### src/rtl/r88_pkg.sv
// r88_pkg
// Shared types and constants for the Rocket88 instruction-cycle sequencer.
//   r88_state_e     : sequencer state encoding
//   R88_VEC_*       : vector-select encodings driven on intVec
package r88_pkg;

  typedef enum logic [2:0] {
    ST_RST    = 3'd0,
    ST_VEC    = 3'd1,
    ST_FETCH  = 3'd2,
    ST_DECODE = 3'd3,
    ST_EXEC   = 3'd4
  } r88_state_e;

  localparam int R88_VEC_RESET = 0;
  localparam int R88_VEC_NMI   = 1;
  localparam int R88_VEC_IRQ0  = 2;

endpackage

### src/rtl/r88_irq_arb.sv
// r88_irq_arb
// Interrupt arbiter: NMI rising-edge detector with pending flag, plus a
// lowest-index-wins priority encoder over the maskable IRQ lines.
// Ports:
//   sysClock, sysResetN : clock, async active-low reset
//   nmiReq              : raw NMI request (edge sensitive)
//   inRst               : sequencer is in RST; NMI edges are ignored there
//   nmiClr              : sequencer is entering VEC for the NMI this cycle
//   irq, irqEn          : level IRQs and global enable
//   take                : an interrupt would be taken at this boundary
//   isNmi               : the winning source is the NMI
//   vec                 : vector select of the winning source
module r88_irq_arb
  import r88_pkg::*;
#(
  parameter int NUM_IRQ = 4,
  parameter int VEC_W   = $clog2(NUM_IRQ + 2)
) (
  input  logic               sysClock,
  input  logic               sysResetN,
  input  logic               nmiReq,
  input  logic               inRst,
  input  logic               nmiClr,
  input  logic [NUM_IRQ-1:0] irq,
  input  logic               irqEn,
  output logic               take,
  output logic               isNmi,
  output logic [VEC_W-1:0]   vec
);

  logic             nmiPrev_q;
  logic             nmiPend_q;
  logic             nmiPend_d;
  logic             nmiEdge;
  logic [VEC_W-1:0] irqIdx;

  assign nmiEdge = nmiReq & ~nmiPrev_q & ~inRst;

  // A fresh edge landing on the same clock as the clear must survive,
  // so the set term is ORed in after the clear is applied.
  assign nmiPend_d = nmiEdge | (nmiPend_q & ~nmiClr);

  always_ff @(posedge sysClock or negedge sysResetN) begin
    if (!sysResetN) begin
      nmiPrev_q <= 1'b0;
      nmiPend_q <= 1'b0;
    end else begin
      nmiPrev_q <= nmiReq;
      nmiPend_q <= nmiPend_d;
    end
  end

  // Scan downwards so the lowest set bit is the last (winning) assignment.
  always_comb begin
    irqIdx = '0;
    for (int i = NUM_IRQ - 1; i >= 0; i--) begin
      if (irq[i]) irqIdx = VEC_W'(i);
    end
  end

  assign isNmi = nmiPend_q;
  assign take  = nmiPend_q | (irqEn & (|irq));
  assign vec   = nmiPend_q ? VEC_W'(R88_VEC_NMI)
                           : VEC_W'(R88_VEC_IRQ0) + irqIdx;

endmodule

### src/rtl/r88_sequencer.sv
// r88_sequencer
// Instruction-cycle sequencer for the Rocket88 core. Walks
// RST -> VEC -> FETCH -> DECODE -> EXEC and arbitrates reset, NMI and
// NUM_IRQ prioritised IRQs at instruction boundaries.
// Optional feature: define R88_SEQ_WAIT_EN to add the memReady port and
// stall FETCH/EXEC on memory wait states.
// Ports:
//   sysClock, sysResetN : clock, async active-low reset
//   nmiReq              : NMI request, rising-edge sensitive
//   irq, irqEn          : level IRQs (bit 0 highest) and global enable
//   opcode              : instruction byte, captured when FETCH completes
//   instLen             : execute-cycle count from decode ROM (0 means 1)
//   memReady            : memory ready (R88_SEQ_WAIT_EN only)
//   fetch, incPC        : opcode read strobe, PC increment strobe
//   instReg             : latched opcode
//   cycle, execActive   : execute-cycle index, high in EXEC
//   instDone            : final execute cycle completing
//   intAck, intVec      : interrupt acknowledge pulse, vector select
module r88_sequencer
  import r88_pkg::*;
#(
  parameter int CYCLE_W = 3,
  parameter int DATA_W  = 8,
  parameter int NUM_IRQ = 4,
  parameter int VEC_W   = $clog2(NUM_IRQ + 2)
) (
  input  logic               sysClock,
  input  logic               sysResetN,
  input  logic               nmiReq,
  input  logic [NUM_IRQ-1:0] irq,
  input  logic               irqEn,
  input  logic [DATA_W-1:0]  opcode,
  input  logic [CYCLE_W-1:0] instLen,
`ifdef R88_SEQ_WAIT_EN
  input  logic               memReady,
`endif
  output logic               fetch,
  output logic               incPC,
  output logic [DATA_W-1:0]  instReg,
  output logic [CYCLE_W-1:0] cycle,
  output logic               execActive,
  output logic               instDone,
  output logic               intAck,
  output logic [VEC_W-1:0]   intVec
);

  r88_state_e         state_q;
  logic               vSub_q;
  logic [CYCLE_W-1:0] len_q;
  logic [CYCLE_W-1:0] cycle_q;
  logic [DATA_W-1:0]  instReg_q;
  logic [VEC_W-1:0]   intVec_q;
  logic               ack_q;

  logic               cmpl;
  logic               lastCyc;
  logic               boundary;
  logic               take;
  logic               isNmi;
  logic [VEC_W-1:0]   arbVec;
  logic               nmiClr;
  logic [CYCLE_W-1:0] lenEff;

`ifdef R88_SEQ_WAIT_EN
  assign cmpl = memReady;
`else
  assign cmpl = 1'b1;
`endif

  assign lenEff   = (instLen == '0) ? CYCLE_W'(1) : instLen;
  assign lastCyc  = (cycle_q == (len_q - CYCLE_W'(1)));
  assign boundary = (state_q == ST_EXEC) && lastCyc && cmpl;
  assign nmiClr   = boundary && take && isNmi;

  r88_irq_arb #(
    .NUM_IRQ (NUM_IRQ),
    .VEC_W   (VEC_W)
  ) u_arb (
    .sysClock  (sysClock),
    .sysResetN (sysResetN),
    .nmiReq    (nmiReq),
    .inRst     (state_q == ST_RST),
    .nmiClr    (nmiClr),
    .irq       (irq),
    .irqEn     (irqEn),
    .take      (take),
    .isNmi     (isNmi),
    .vec       (arbVec)
  );

  always_ff @(posedge sysClock or negedge sysResetN) begin
    if (!sysResetN) begin
      state_q   <= ST_RST;
      vSub_q    <= 1'b0;
      len_q     <= CYCLE_W'(1);
      cycle_q   <= '0;
      instReg_q <= '0;
      intVec_q  <= VEC_W'(R88_VEC_RESET);
      ack_q     <= 1'b0;
    end else begin
      case (state_q)
        ST_RST: begin
          // Reset vector: no acknowledge pulse.
          state_q  <= ST_VEC;
          vSub_q   <= 1'b0;
          intVec_q <= VEC_W'(R88_VEC_RESET);
          ack_q    <= 1'b0;
        end
        ST_VEC: begin
          ack_q <= 1'b0;
          if (!vSub_q) vSub_q  <= 1'b1;
          else         state_q <= ST_FETCH;
        end
        ST_FETCH: begin
          if (cmpl) begin
            instReg_q <= opcode;
            state_q   <= ST_DECODE;
          end
        end
        ST_DECODE: begin
          len_q   <= lenEff;
          cycle_q <= '0;
          state_q <= ST_EXEC;
        end
        ST_EXEC: begin
          if (cmpl) begin
            if (lastCyc) begin
              if (take) begin
                state_q  <= ST_VEC;
                vSub_q   <= 1'b0;
                intVec_q <= arbVec;
                ack_q    <= 1'b1;
              end else begin
                state_q <= ST_FETCH;
              end
            end else begin
              cycle_q <= cycle_q + CYCLE_W'(1);
            end
          end
        end
        default: state_q <= ST_RST;
      endcase
    end
  end

  assign fetch      = (state_q == ST_FETCH);
  assign incPC      = (state_q == ST_DECODE);
  assign execActive = (state_q == ST_EXEC);
  assign instDone   = boundary;
  assign intAck     = ack_q;
  assign intVec     = intVec_q;
  assign instReg    = instReg_q;
  assign cycle      = cycle_q;

endmodule

### config.mk
export PLATFORM = sky130hd
export DESIGN_NAME = r88_sequencer
export DESIGN_NICKNAME = d
export VERILOG_FILES = /design/src/rtl/r88_pkg.sv /design/src/rtl/r88_irq_arb.sv /design/src/rtl/r88_sequencer.sv
export SDC_FILE = /design/constraint.sdc
export NUM_CORES = 1
export LEC_CHECK = 0
export CAP_MARGIN = 10
export CELL_PAD_IN_SITES_DETAIL_PLACEMENT = 1
export CELL_PAD_IN_SITES_GLOBAL_PLACEMENT = 1
export CORE_ASPECT_RATIO = 1.1
export CORE_MARGIN = 2
export CORE_UTILIZATION = 37
export DETAILED_ROUTE_END_ITERATION = 12
export GPL_TIMING_DRIVEN = 0
export PLACE_DENSITY = 0.86
export SLEW_MARGIN = 20
export SYNTH_ARGS = -nofsm -noshare
export SYNTH_HDL_FRONTEND = slang
export SYNTH_SLANG_ARGS = --single-unit
### constraint.sdc
create_clock -name sysClock -period 5.7 [get_ports sysClock]
set_input_delay 1.14 -clock sysClock [delete_from_list [all_inputs] [get_ports sysClock]]
set_output_delay 1.14 -clock sysClock [all_outputs]
set_load 0.02 [all_outputs]
* Word-level counts from Yosys, hierarchy flattened
Index checks and enable logic that the tools add are counted.
** Word-level totals
- Register bits after elaboration :: 24
- Input bits :: 19
- Logic and storage cells :: 67
** Operators by class
- Add/sub/neg operators :: 3
- Equality and inequality tests :: 9
- Muxes and demuxes :: 21
- Bitwise operators :: 9
- Reduce and logical (&&, ||, !) cells :: 16
** Operators with widths (number)
- $mux W3 :: 10
- $pmux W3 S5 :: 1
- $pmux W3 S2 :: 2
- $reduce_and A3 Y1 :: 3
- $eq A3 B2 Y1 const B :: 2
- $logic_not A3 Y1 :: 2
- $reduce_bool A2 Y1 :: 3
- $and A1 B1 Y1 :: 4
- $mux W1 :: 4
- $mux W2 :: 2
- $ne A2 B1 Y1 const B :: 2
- $ne A2 B2 Y1 const B :: 2
- $reduce_and A2 Y1 :: 2
- $reduce_or A4 Y1 :: 1
- $add A2 B3 Y3 const A :: 1
- $add A3 B1 Y3 const B :: 1
- $eq A3 B1 Y1 const B :: 1
- $eq A3 B3 Y1 :: 1
- $eq A3 B3 Y1 const B :: 1
- $logic_and A1 B1 Y1 :: 3
- $not A1 Y1 :: 3
- $pmux W1 S3 :: 1
- $reduce_bool A3 Y1 :: 1
- $sub A3 B1 Y3 const B :: 1
- other kinds (3) :: 4

* Logic depth before layout (Yosys ltp)
Gate-level depths: netlist of the first run.
- Depth in word-level cells :: 9
- Gate-level depth with buffers :: 7
- Mapped depth without buffers :: 7

* Hierarchy
Synthesis of the first run repeated with hierarchy kept, for this count alone.
** Unflattened totals
- Cell total of the unflattened synthesis :: 107
- Area total of the unflattened synthesis :: 1193.6 µm²
** By module, submodules not included
- r88_sequencer :: times used 1, cells an instance 92, area an instance 1074.8 µm²
- r88_irq_arb :: times used 1, cells an instance 15, area an instance 118.9 µm²

* Worst setup path after synthesis of the first run
Ideal clock, no wire load.
- Kind :: reg-to-output
- Start point :: register len_q[0]
- End point :: output port instDone
- Arrival time :: 1.829 ns
- Required time :: 4.560 ns
- Setup slack :: 2.731 ns
- Stages on the path, launching flop included :: 6
- Buffers on the path :: 0
- Cells stage by stage :: dfstp_2 -> inv_1 -> ha_1 -> xor3_1 -> or4_4 -> inv_2
** Between the ends
- Cells in the longest elaborated chain, start to end :: 3
** RTL lines
- from (decl) :: line r88_sequencer.sv:49 : logic [CYCLE_W-1:0] len_q;
- from (signal assigned) :: line r88_sequencer.sv:121 : len_q <= lenEff;
- $sub A3 B1 Y3 :: line r88_sequencer.sv:71 : assign lastCyc = (cycle_q == (len_q - CYCLE_W'(1)));
- $eq A3 B3 Y1 :: line r88_sequencer.sv:71
- $logic_and A1 B1 Y1 :: line r88_sequencer.sv:72 : assign boundary = (state_q == ST_EXEC) && lastCyc && cmpl;
- to (decl) :: line r88_sequencer.sv:42 : output logic instDone,
Every way passes these cells.

* Worst setup path in the final report of the first run
Same ends and word-level chain as after synthesis.

==> impl_metrics.ini, run 1 <==
[setup_path]
worst_ep_arrival_time_ns = 2.84
cp_data_required_time_ns = 4.56
setup.worst_path.class = reg2out
timing.critical_path.slowest_stage_cell = clkdlybuf4s50_1
reg2regPathDepth = 6
worst_path_largest_cell_delay_ns = 0.61
worstSetupEndpointType = primary output
cp-start-kind = register
timing.critical_path.fanout_max = 3
worst_path_cell_trace = inv_1 -> ha_1 -> xor3_1 -> or4_4 -> inv_2 -> clkdlybuf4s50_1

[clock_network]
ctsResizeCount = 0
post_cts_hold_buffer_count = 0
cts_num_sinks = 24
clock_tree.root_cell = clkbuf_4
clock_path_buffers = 2
num_cts_buffers = 3
worst_setup_hold_path_clk_slew_ns = 0.13
cts_tree = yes
post_cts_buffers = 0
cts-htree-levels = 1
clk-insertion-delay-late_ns = 0.32

[finish]
sequential_cell_area_in_the_final_layout_sq_um = 602
area_growth_pct = 38.3
final_net_count = 160
final_core_utilization = 0.530
final_design_area_no_fill_sq_um = 1600
drive_above_1_share = 0.217
multi_input_comb_area_sq_um = 512
fin_cells = 172
antenna_cells = 0
layout.filler_cells = 341

[timing]
final_max_slew_viol_count = 0
setup-violations-final = 0
finalWorstPathRequiredPeriod_ns = 3.98
report.final.hold_viol_count = 0
worst_clock_skew_ns = 0.00527
totalNegativeSetupSlack_ns = 0
maxClockFrequency_mhz = 251
slew_headroom = 0.647
setup_repair_after_global_routing_missed_its_margin = false
worst-slew-pin-transition_ns = 0.529
final.period_utilization = 0.698

[drt]
drt-pass1-iter-count = 2
drt_iter0_markers = 16
routedWlPerCell_um = 16.3
route.antenna.remaining_nets = 0
routed_wirelength_mm = 2.80
via_count = 926
drt_drc_violations_left = 0
vias_per_cell = 5.38

[power]
comb_power_share = 0.545
irDropWorstVdd_uv = 257
power_per_cell_area_nw_per_um2 = 523
cell_internal_pwr_uw = 501
power.clock.fraction = 0.109
netSwitchingPower_uw = 337
p_sw_frac = 0.402
seq_power_share = 0.346
power.static_leakage_nw = 0.710

[global_route]
global_route.overflow_total = 0
largest_net_degree_at_the_start_of_global_routing = 25
groute.usage.overall = 0.173
number_of_global_route_vias_before_repair = 1001
grt_antenna_before_repair = 0
grt_first_pass_wirelength_mm = 4.71

[die]
start_util = 0.383
num_io_pins = 38
vertical_extent_of_the_die_um = 62.7
die_w_um = 57.4
placement_rows = 21
core_area_sq_um = 3020
die-area_sq_um = 3600

[yosys]
synth.yosys.warnings = 0
synthesis.instances = 97
synth.largest_area_cell = dfrtp_1
postSynth.asyncResetShare = 1.00
compound_gate_portion_of_the_synthesized_area = 0.131
synth_top_family_by_area = compound AO/OA/AOI/OAI gates
dominant_cell_by_count_in_the_synthesized_netlist = dfrtp_1
synth_flop_cell = dfrtp_1
synth.top_cell.area_share = 0.497
synth.cell_area_sq_um = 1160
synth.area.top_cells = dfrtp_1, mux2_2, a21oi_1
synth.area.mux_share = 0.126
post_synth_num_cell_types = 37
yosysSeqAreaShare = 0.519
number_of_synthesized_flops_with_an_enable_pin = 0
synth_nets = 118
synth-simple-area-share = 0.127
synthesis.area_per_instance_sq_um = 11.9
synth_fa_ha_area_frac = 0.0216
synthTopCellsByCount = dfrtp_1, mux2_2, nor2_1
synth-seq-cells = 24
synth_xor_area_frac = 0.0356

[worst_hold_path]
hold_crit_depth = 1
timing.hold.worst.class = reg2reg

[placed_design]
detailed_place.area_sq_um = 1570
number_of_cells_after_detailed_placement = 168
numPortBuffers = 37
globalplace.congestion = 0.736
hpwl_mm = 2.19

[run_status]
outcome = complete, no violations

[run]
max-cap-violations = 0
==> cell families (layout without fill, tap and decap cells) <==
group | Yosys count | count (layout)
AOI/OAI and AO/OA | 19 | 19
xor gates and xnor gates | 3 | 3
adders and majority gates | 2 | 2
buffers and inverters | 11 | 52
DFF | 24 | 24
muxes | 13 | 13
and+or+nand+nor | 25 | 25
==> worst max-delay path: cells and delay by family (launching register included) <==
| family | cells | cell delay, ns |
|---|---|---|
| flops | 1 | 0.57 |
| buf+inv | 3 | 0.76 |
| fa+ha+maj | 1 | 0.19 |
| xor+xnor | 1 | 0.43 |
| simple gates | 1 | 0.57 |
==> area by class of cell <==
type,count,area share
Tap cell,34,0.0265
Timing Repair Buffer,37,0.228
Buffer,3,0.00937
Inverter,8,0.0187
Multi-Input combinational cell,62,0.319
Sequential cell,24,0.375
Clock buffer,4,0.0226
==> per-layer routing <==
metal	wire [um]	GRT usage	up-vias
li1	-	-	422
met1	1110	0.201	461
met2	1450	0.290	36
met3	170	0.0331	7
met4	74	0.105	0
met5	0	0	-
==> flip-flops by register name, indices dropped and copies added, names as in the netlist <==
| name | flops |
|---|---|
| intVec | 3 |
| u_arb.isNmi | 1 |
| len_q | 3 |
| u_arb.nmiPrev_q | 1 |
| instReg | 8 |
| state_q | 3 |
| vSub_q | 1 |
| intAck | 1 |
| cycle | 3 |
==> power groups by stage <==
stage	Clock, mW	Sequential, mW	Combinational (mW)
final	0.0913	0.290	0.457
after CTS	0.0938	0.292	0.463
after detailed placement	0	0.295	0.459
after global placement	0	0.288	0.440
after floorplan	0	0.335	0.243
after global routing	0.101	0.300	0.496
==> placed cells by master, fill, tap and decap left out, types with 3 or more instances in the layout <==
master	count
nor2_1	8
inv_1	7
clkbuf_4	3
buf_2	3
a21oi_1	6
dfrtp_1	23
mux2_2	13
clkdlybuf4s50_1	36
nor3_1	3
==> final timing paths <==
| check | start | to | slack (ns) |
|---|---|---|---|
| max | len_q[0]$_DFFE_PN1P_ | instDone | 1.72 |
| min | intAck$_DFFE_PN0P_ | intAck$_DFFE_PN0P_ | 0.52 |
| max reg2reg | len_q[0]$_DFFE_PN1P_ | intVec[0]$_DFFE_PN0P_ | 3.57 |
| min reg2reg | intAck$_DFFE_PN0P_ | intAck$_DFFE_PN0P_ | 0.52 |
| max in group asynchronous | sysResetN | len_q[0]$_DFFE_PN1P_ | 4.57 |
| min in group asynchronous | sysResetN | instReg[0]$_DFFE_PN0P_ | 0.77 |
==> per-stage QoR <==
step	power [mW]	setup WS, ns	hold WS (ns)
after floorplan	0.578	2.73	0.473
after global placement	0.729	2.13	0.489
after detailed placement	0.754	2.08	0.494
after CTS	0.848	1.71	0.524
after global routing	0.897	1.64	0.533
final	0.839	1.72	0.518
No activity file was read; power rests on OpenSTA's default activity.
==> inputs of run 2 (changes only) <==
--- a/config.mk
+++ b/config.mk
@@ -10,10 +10,10 @@
 export CELL_PAD_IN_SITES_GLOBAL_PLACEMENT = 1
 export CORE_ASPECT_RATIO = 1.1
 export CORE_MARGIN = 2
-export CORE_UTILIZATION = 37
+export CORE_UTILIZATION = 34
 export DETAILED_ROUTE_END_ITERATION = 12
 export GPL_TIMING_DRIVEN = 0
-export PLACE_DENSITY = 0.86
+export PLACE_DENSITY = 0.8
 export SLEW_MARGIN = 20
 export SYNTH_ARGS = -nofsm -noshare
 export SYNTH_HDL_FRONTEND = slang
==> constraint.sdc (replaced) <==
create_clock -name sysClock -period 4 [get_ports sysClock]
set_input_delay 0.8 -clock sysClock [delete_from_list [all_inputs] [get_ports sysClock]]
set_output_delay 0.8 -clock sysClock [all_outputs]
set_load 0.02 [all_outputs]
==> run 2 against run 1 <==
  * Final cell count grew 1.2%
  * Register-to-register slack lost 1.7 ns
  * Worst setup slack lost 1.3 ns
  * Total power grew 46%
  * Sequential power grew 43%
  * Clock power grew 87%
  * Clock skew is essentially flat
  * Via count shrank 2.8%
  * Die area grew 8.2%
  * Flip-flop and latch count is the same
  * Core utilization shrank 4.0 points
  * Critical path type unchanged
  * Critical endpoint unchanged
  * Largest cell class unchanged
  * Highest routed layer unchanged
==> impl_metrics.ini, run 2 (synthesis gave the netlist of run 1 again) <==
[global_route]
largest_net_degree_at_the_start_of_global_routing = 25
grt_first_pass_wirelength_mm = 4.37
number_of_global_route_vias_before_repair = 993
grt_antenna_before_repair = 0
groute.usage.overall = 0.147
global_route.overflow_total = 0

[drt]
vias_per_cell = 5.17
routedWlPerCell_um = 15.0
route.antenna.remaining_nets = 0
drt_drc_violations_left = 0
drt_iter0_markers = 30
routed_wirelength_mm = 2.61
via_count = 900
drt-pass1-iter-count = 3

[die]
vertical_extent_of_the_die_um = 65.2
die_w_um = 59.7
num_io_pins = 38
core_area_sq_um = 3300
die-area_sq_um = 3890
start_util = 0.351
placement_rows = 22

[timing]
maxClockFrequency_mhz = 278
finalWorstPathRequiredPeriod_ns = 3.60
report.final.hold_viol_count = 0
setup-violations-final = 0
final_max_slew_viol_count = 0
worst-slew-pin-transition_ns = 0.539
finalWorstSetupSlack_ns = 0.403
totalNegativeSetupSlack_ns = 0
final.period_utilization = 0.899
slew_headroom = 0.641
worst_clock_skew_ns = 0.00528
setup_repair_after_global_routing_missed_its_margin = false

[clock_network]
post_cts_buffers = 0
cts_num_sinks = 24
post_cts_hold_buffer_count = 0
clock_path_buffers = 2
ctsResizeCount = 0
cts-htree-levels = 1
cts_tree = yes
num_cts_buffers = 3
worst_setup_hold_path_clk_slew_ns = 0.13
clock_tree.root_cell = clkbuf_4
clk-insertion-delay-late_ns = 0.31

[placed_design]
globalplace.congestion = 0.738
hpwl_mm = 2.10
post-place-ws_ns = 0.735
detailed_place.area_sq_um = 1570
numPortBuffers = 37

[setup_path]
cp_data_required_time_ns = 3.20
worst_ep_arrival_time_ns = 2.80
setup.worst_path.class = reg2out
cp-start-kind = register
timing.critical_path.fanout_max = 3
worstSetupEndpointType = primary output

[power]
irDropWorstVdd_uv = 290
power_mw = 1.22
power.static_leakage_nw = 0.717
power_per_cell_area_nw_per_um2 = 755

[finish]
layout_common_cells = clkdlybuf4s50_1, dfrtp_1, mux2_2
drive_above_1_share = 0.217
area_growth_pct = 40.0
final_core_utilization = 0.491
max_reg_flops = 8
final_net_count = 160
antenna_cells = 0
final_design_area_no_fill_sq_um = 1620
layout_commonest_cell = clkdlybuf4s50_1

[worst_hold_path]
timing.hold.worst.class = in2async

[run]
max-cap-violations = 0

[run_status]
outcome = complete, no violations
[run 2: layer usage]
layer,share of wire,track usage,routed length [um],vias up
met3,0.034,0.0138,89,2
met2,0.53,0.266,1380,23
met4,0.010,0.0583,27,0
met1,0.43,0.172,1110,450
li1,-,-,-,425
met5,0,0,0,-
[run 2: layout make-up]
class / count / area [sq um]
well taps: 36 / 45.0
clock buffers: 3 / 22.5
plain buffers: 3 / 15.0
clock inverters: 1 / 30.0
multi-input cells: 62 / 512
inverters: 8 / 30.0
repair buffers: 37 / 365
flip-flops and latches: 24 / 602
fillers: 368 / 1680
[run 2: final timing paths]
| path | start | to | slack, ns | cells after the start |
|---|---|---|---|---|
| setup / recovery | len_q[0]$_DFFE_PN1P_ | instDone | 0.40 | 6 |
| hold / removal | sysResetN | instReg[4]$_DFFE_PN0P_ | 0.45 | 1 |
| setup reg to reg | len_q[0]$_DFFE_PN1P_ | cycle[0]$_DFFE_PN0P_ | 1.87 | 7 |
| hold reg to reg | instReg[3]$_DFFE_PN0P_ | instReg[3]$_DFFE_PN0P_ | 0.52 | 1 |
| max in group asynchronous | sysResetN | len_q[0]$_DFFE_PN1P_ | 3.18 | 1 |
| min in group sysClock | instReg[3]$_DFFE_PN0P_ | instReg[3]$_DFFE_PN0P_ | 0.52 | 1 |
[run 2: through the flow]
| step | cells | hold slack (ns) |
|---|---|---|
| finish | 174 | 0.451 |
| global route | 174 | 0.469 |
| CTS | 174 | 0.527 |
| detailed placement | 170 | 0.496 |
| global placement | 170 | 0.488 |
| floorplan | 97 | 0.473 |
[run 2: critical path, cell delays in order, from the launching register on]
cell             delay [ns]
dfstp_2                0.56
inv_1                  0.06
ha_1                   0.20
xor3_1                 0.44
or4_4                  0.56
inv_2                  0.08
clkdlybuf4s50_1        0.60
[run 2: report_power, final]
group	leakage [nW]	total, mW	switching (mW)	internal [mW]
clock network	0.0279	0.171	0.0698	0.101
logic	0.397	0.639	0.323	0.316
registers	0.292	0.414	0.0711	0.343
total	0.717	1.22	0.464	0.760
==> inputs of run 3 (changes only) <==
--- a/config.mk
+++ b/config.mk
@@ -13,7 +13,7 @@
 export CORE_UTILIZATION = 34
 export DETAILED_ROUTE_END_ITERATION = 12
 export GPL_TIMING_DRIVEN = 0
-export PLACE_DENSITY = 0.8
+export PLACE_DENSITY = 0.75
 export SLEW_MARGIN = 20
 export SYNTH_ARGS = -nofsm -noshare
 export SYNTH_HDL_FRONTEND = slang
==> run 3 against run 2 <==
  * Register-to-register slack is essentially flat
  * Combinational power grew 0.8%
  * Die area is the same
  * Highest routed layer unchanged
==> impl_metrics.ini, run 3 (synthesis gave the netlist of run 1 again) <==
[die]
num_io_pins = 38
die_w_um = 59.7
placement_rows = 22
start_util = 0.351
die-area_sq_um = 3890
vertical_extent_of_the_die_um = 65.2
core_area_sq_um = 3300

[power]
p_sw_frac = 0.382
cell_internal_pwr_uw = 760
power.static_leakage_nw = 0.717
seq_power_share = 0.333
power.clock.fraction = 0.144
netSwitchingPower_uw = 470
power_per_cell_area_nw_per_um2 = 759
comb_power_share = 0.523
irDropWorstVdd_uv = 312

[drt]
drt-pass1-iter-count = 4
routedWlPerCell_um = 15.2
route.antenna.remaining_nets = 0
via_count = 894
drt_iter0_markers = 18
vias_per_cell = 5.14
drt_drc_violations_left = 0
routed_wirelength_mm = 2.65

[placed_design]
numPortBuffers = 37
hpwl_mm = 2.10
detailed_place.area_sq_um = 1570
post-place-ws_ns = 0.752
globalplace.congestion = 0.716

[clock_network]
clk-insertion-delay-late_ns = 0.31
clock_tree.root_cell = clkbuf_4
cts-htree-levels = 1
ctsResizeCount = 0
cts_num_sinks = 24
cts_tree = yes
post_cts_buffers = 0
num_cts_buffers = 3
worst_setup_hold_path_clk_slew_ns = 0.14
clock_path_buffers = 2
post_cts_hold_buffer_count = 0

[finish]
antenna_cells = 0
drive_above_1_share = 0.217
final_net_count = 160
sequential_cell_area_in_the_final_layout_sq_um = 602
final_design_area_no_fill_sq_um = 1620
layout.filler_cells = 370
multi_input_comb_area_sq_um = 512
max_reg_flops = 8
area_growth_pct = 40.0
layout_common_cells = clkdlybuf4s50_1, dfrtp_1, mux2_2
layout_commonest_cell = clkdlybuf4s50_1

[timing]
maxClockFrequency_mhz = 278
finalWorstPathRequiredPeriod_ns = 3.60
worst_clock_skew_ns = 0.00461
setup_repair_after_global_routing_missed_its_margin = false
worst-slew-pin-transition_ns = 0.541
final_max_slew_viol_count = 0
setup-violations-final = 0
totalNegativeSetupSlack_ns = 0
finalWorstSetupSlack_ns = 0.401
final.period_utilization = 0.900
slew_headroom = 0.640
report.final.hold_viol_count = 0

[global_route]
largest_net_degree_at_the_start_of_global_routing = 25
number_of_global_route_vias_before_repair = 986
grt_first_pass_wirelength_mm = 4.51
groute.usage.overall = 0.152
grt_antenna_before_repair = 0
global_route.overflow_total = 0

[run]
max-cap-violations = 0

[worst_hold_path]
timing.hold.worst.class = in2async

[setup_path]
cp-start-kind = register
setup.worst_path.class = reg2out
worstSetupEndpointType = primary output
cp_data_required_time_ns = 3.20
timing.critical_path.fanout_max = 3
worst_ep_arrival_time_ns = 2.80

[run_status]
outcome = complete, no violations
## run 3: cell counts in the layout (fill, tap and decap cells not counted)
No cell type changed its count.
## run 3: power by group through the flow
stage	Clock, mW	Sequential (mW)	Combinational, mW
after global placement	0	0.412	0.628
after detailed placement	0	0.417	0.651
after CTS	0.182	0.412	0.656
after floorplan	0	0.477	0.346
final	0.177	0.409	0.644
after global routing	0.195	0.425	0.699
## run 3: worst paths after layout
path	from	cells after the start	endpoint	slack (ns)
setup / recovery	len_q[0]$_DFFE_PN1P_	6	instDone	0.40
hold / removal	sysResetN	1	instReg[0]$_DFFE_PN0P_	0.44
setup reg to reg	len_q[0]$_DFFE_PN1P_	6	intVec[2]$_DFFE_PN0P_	1.88
hold reg to reg	len_q[0]$_DFFE_PN1P_	2	len_q[0]$_DFFE_PN1P_	0.51
max in group asynchronous	sysResetN	1	len_q[0]$_DFFE_PN1P_	3.19
min in group sysClock	len_q[0]$_DFFE_PN1P_	2	len_q[0]$_DFFE_PN1P_	0.51
## run 3: worst max-delay path: stages (launching register included)
cell             delay (ns)
dfstp_2                0.56
inv_1                  0.05
ha_1                   0.18
xor3_1                 0.45
or4_4                  0.57
inv_2                  0.08
clkdlybuf4s50_1        0.60
## run 3: per-layer routing
metal  track usage  vias to the layer above  routed length, um
li1              -                      425                  -
met1         0.201                      448               1170
met2         0.251                       19               1320
met3        0.0295                        2                135
met4        0.0417                        0                 22
met5             0                        -                  0
## run 3: per-stage QoR
step | power, mW | hold WS [ns] | cells | util
after floorplan | 0.823 | 0.473 | 97 | -
after global placement | 1.04 | 0.487 | 170 | 0.477
after detailed placement | 1.07 | 0.494 | 170 | 0.477
after CTS | 1.25 | 0.515 | 174 | 0.492
after global routing | 1.32 | 0.462 | 174 | 0.491
final | 1.23 | 0.444 | 174 | 0.491
## run 3: final cells by class
| cell class | count | area share |
|---|---|---|
| timing repair buffer | 37 | 0.225 |
| tap | 36 | 0.0278 |
| inverter | 8 | 0.0185 |
| sequential | 24 | 0.371 |
| clock buffer | 3 | 0.0139 |
| multi-input combinational | 62 | 0.316 |
| clock inverter | 1 | 0.0185 |
| buffer | 3 | 0.00926 |
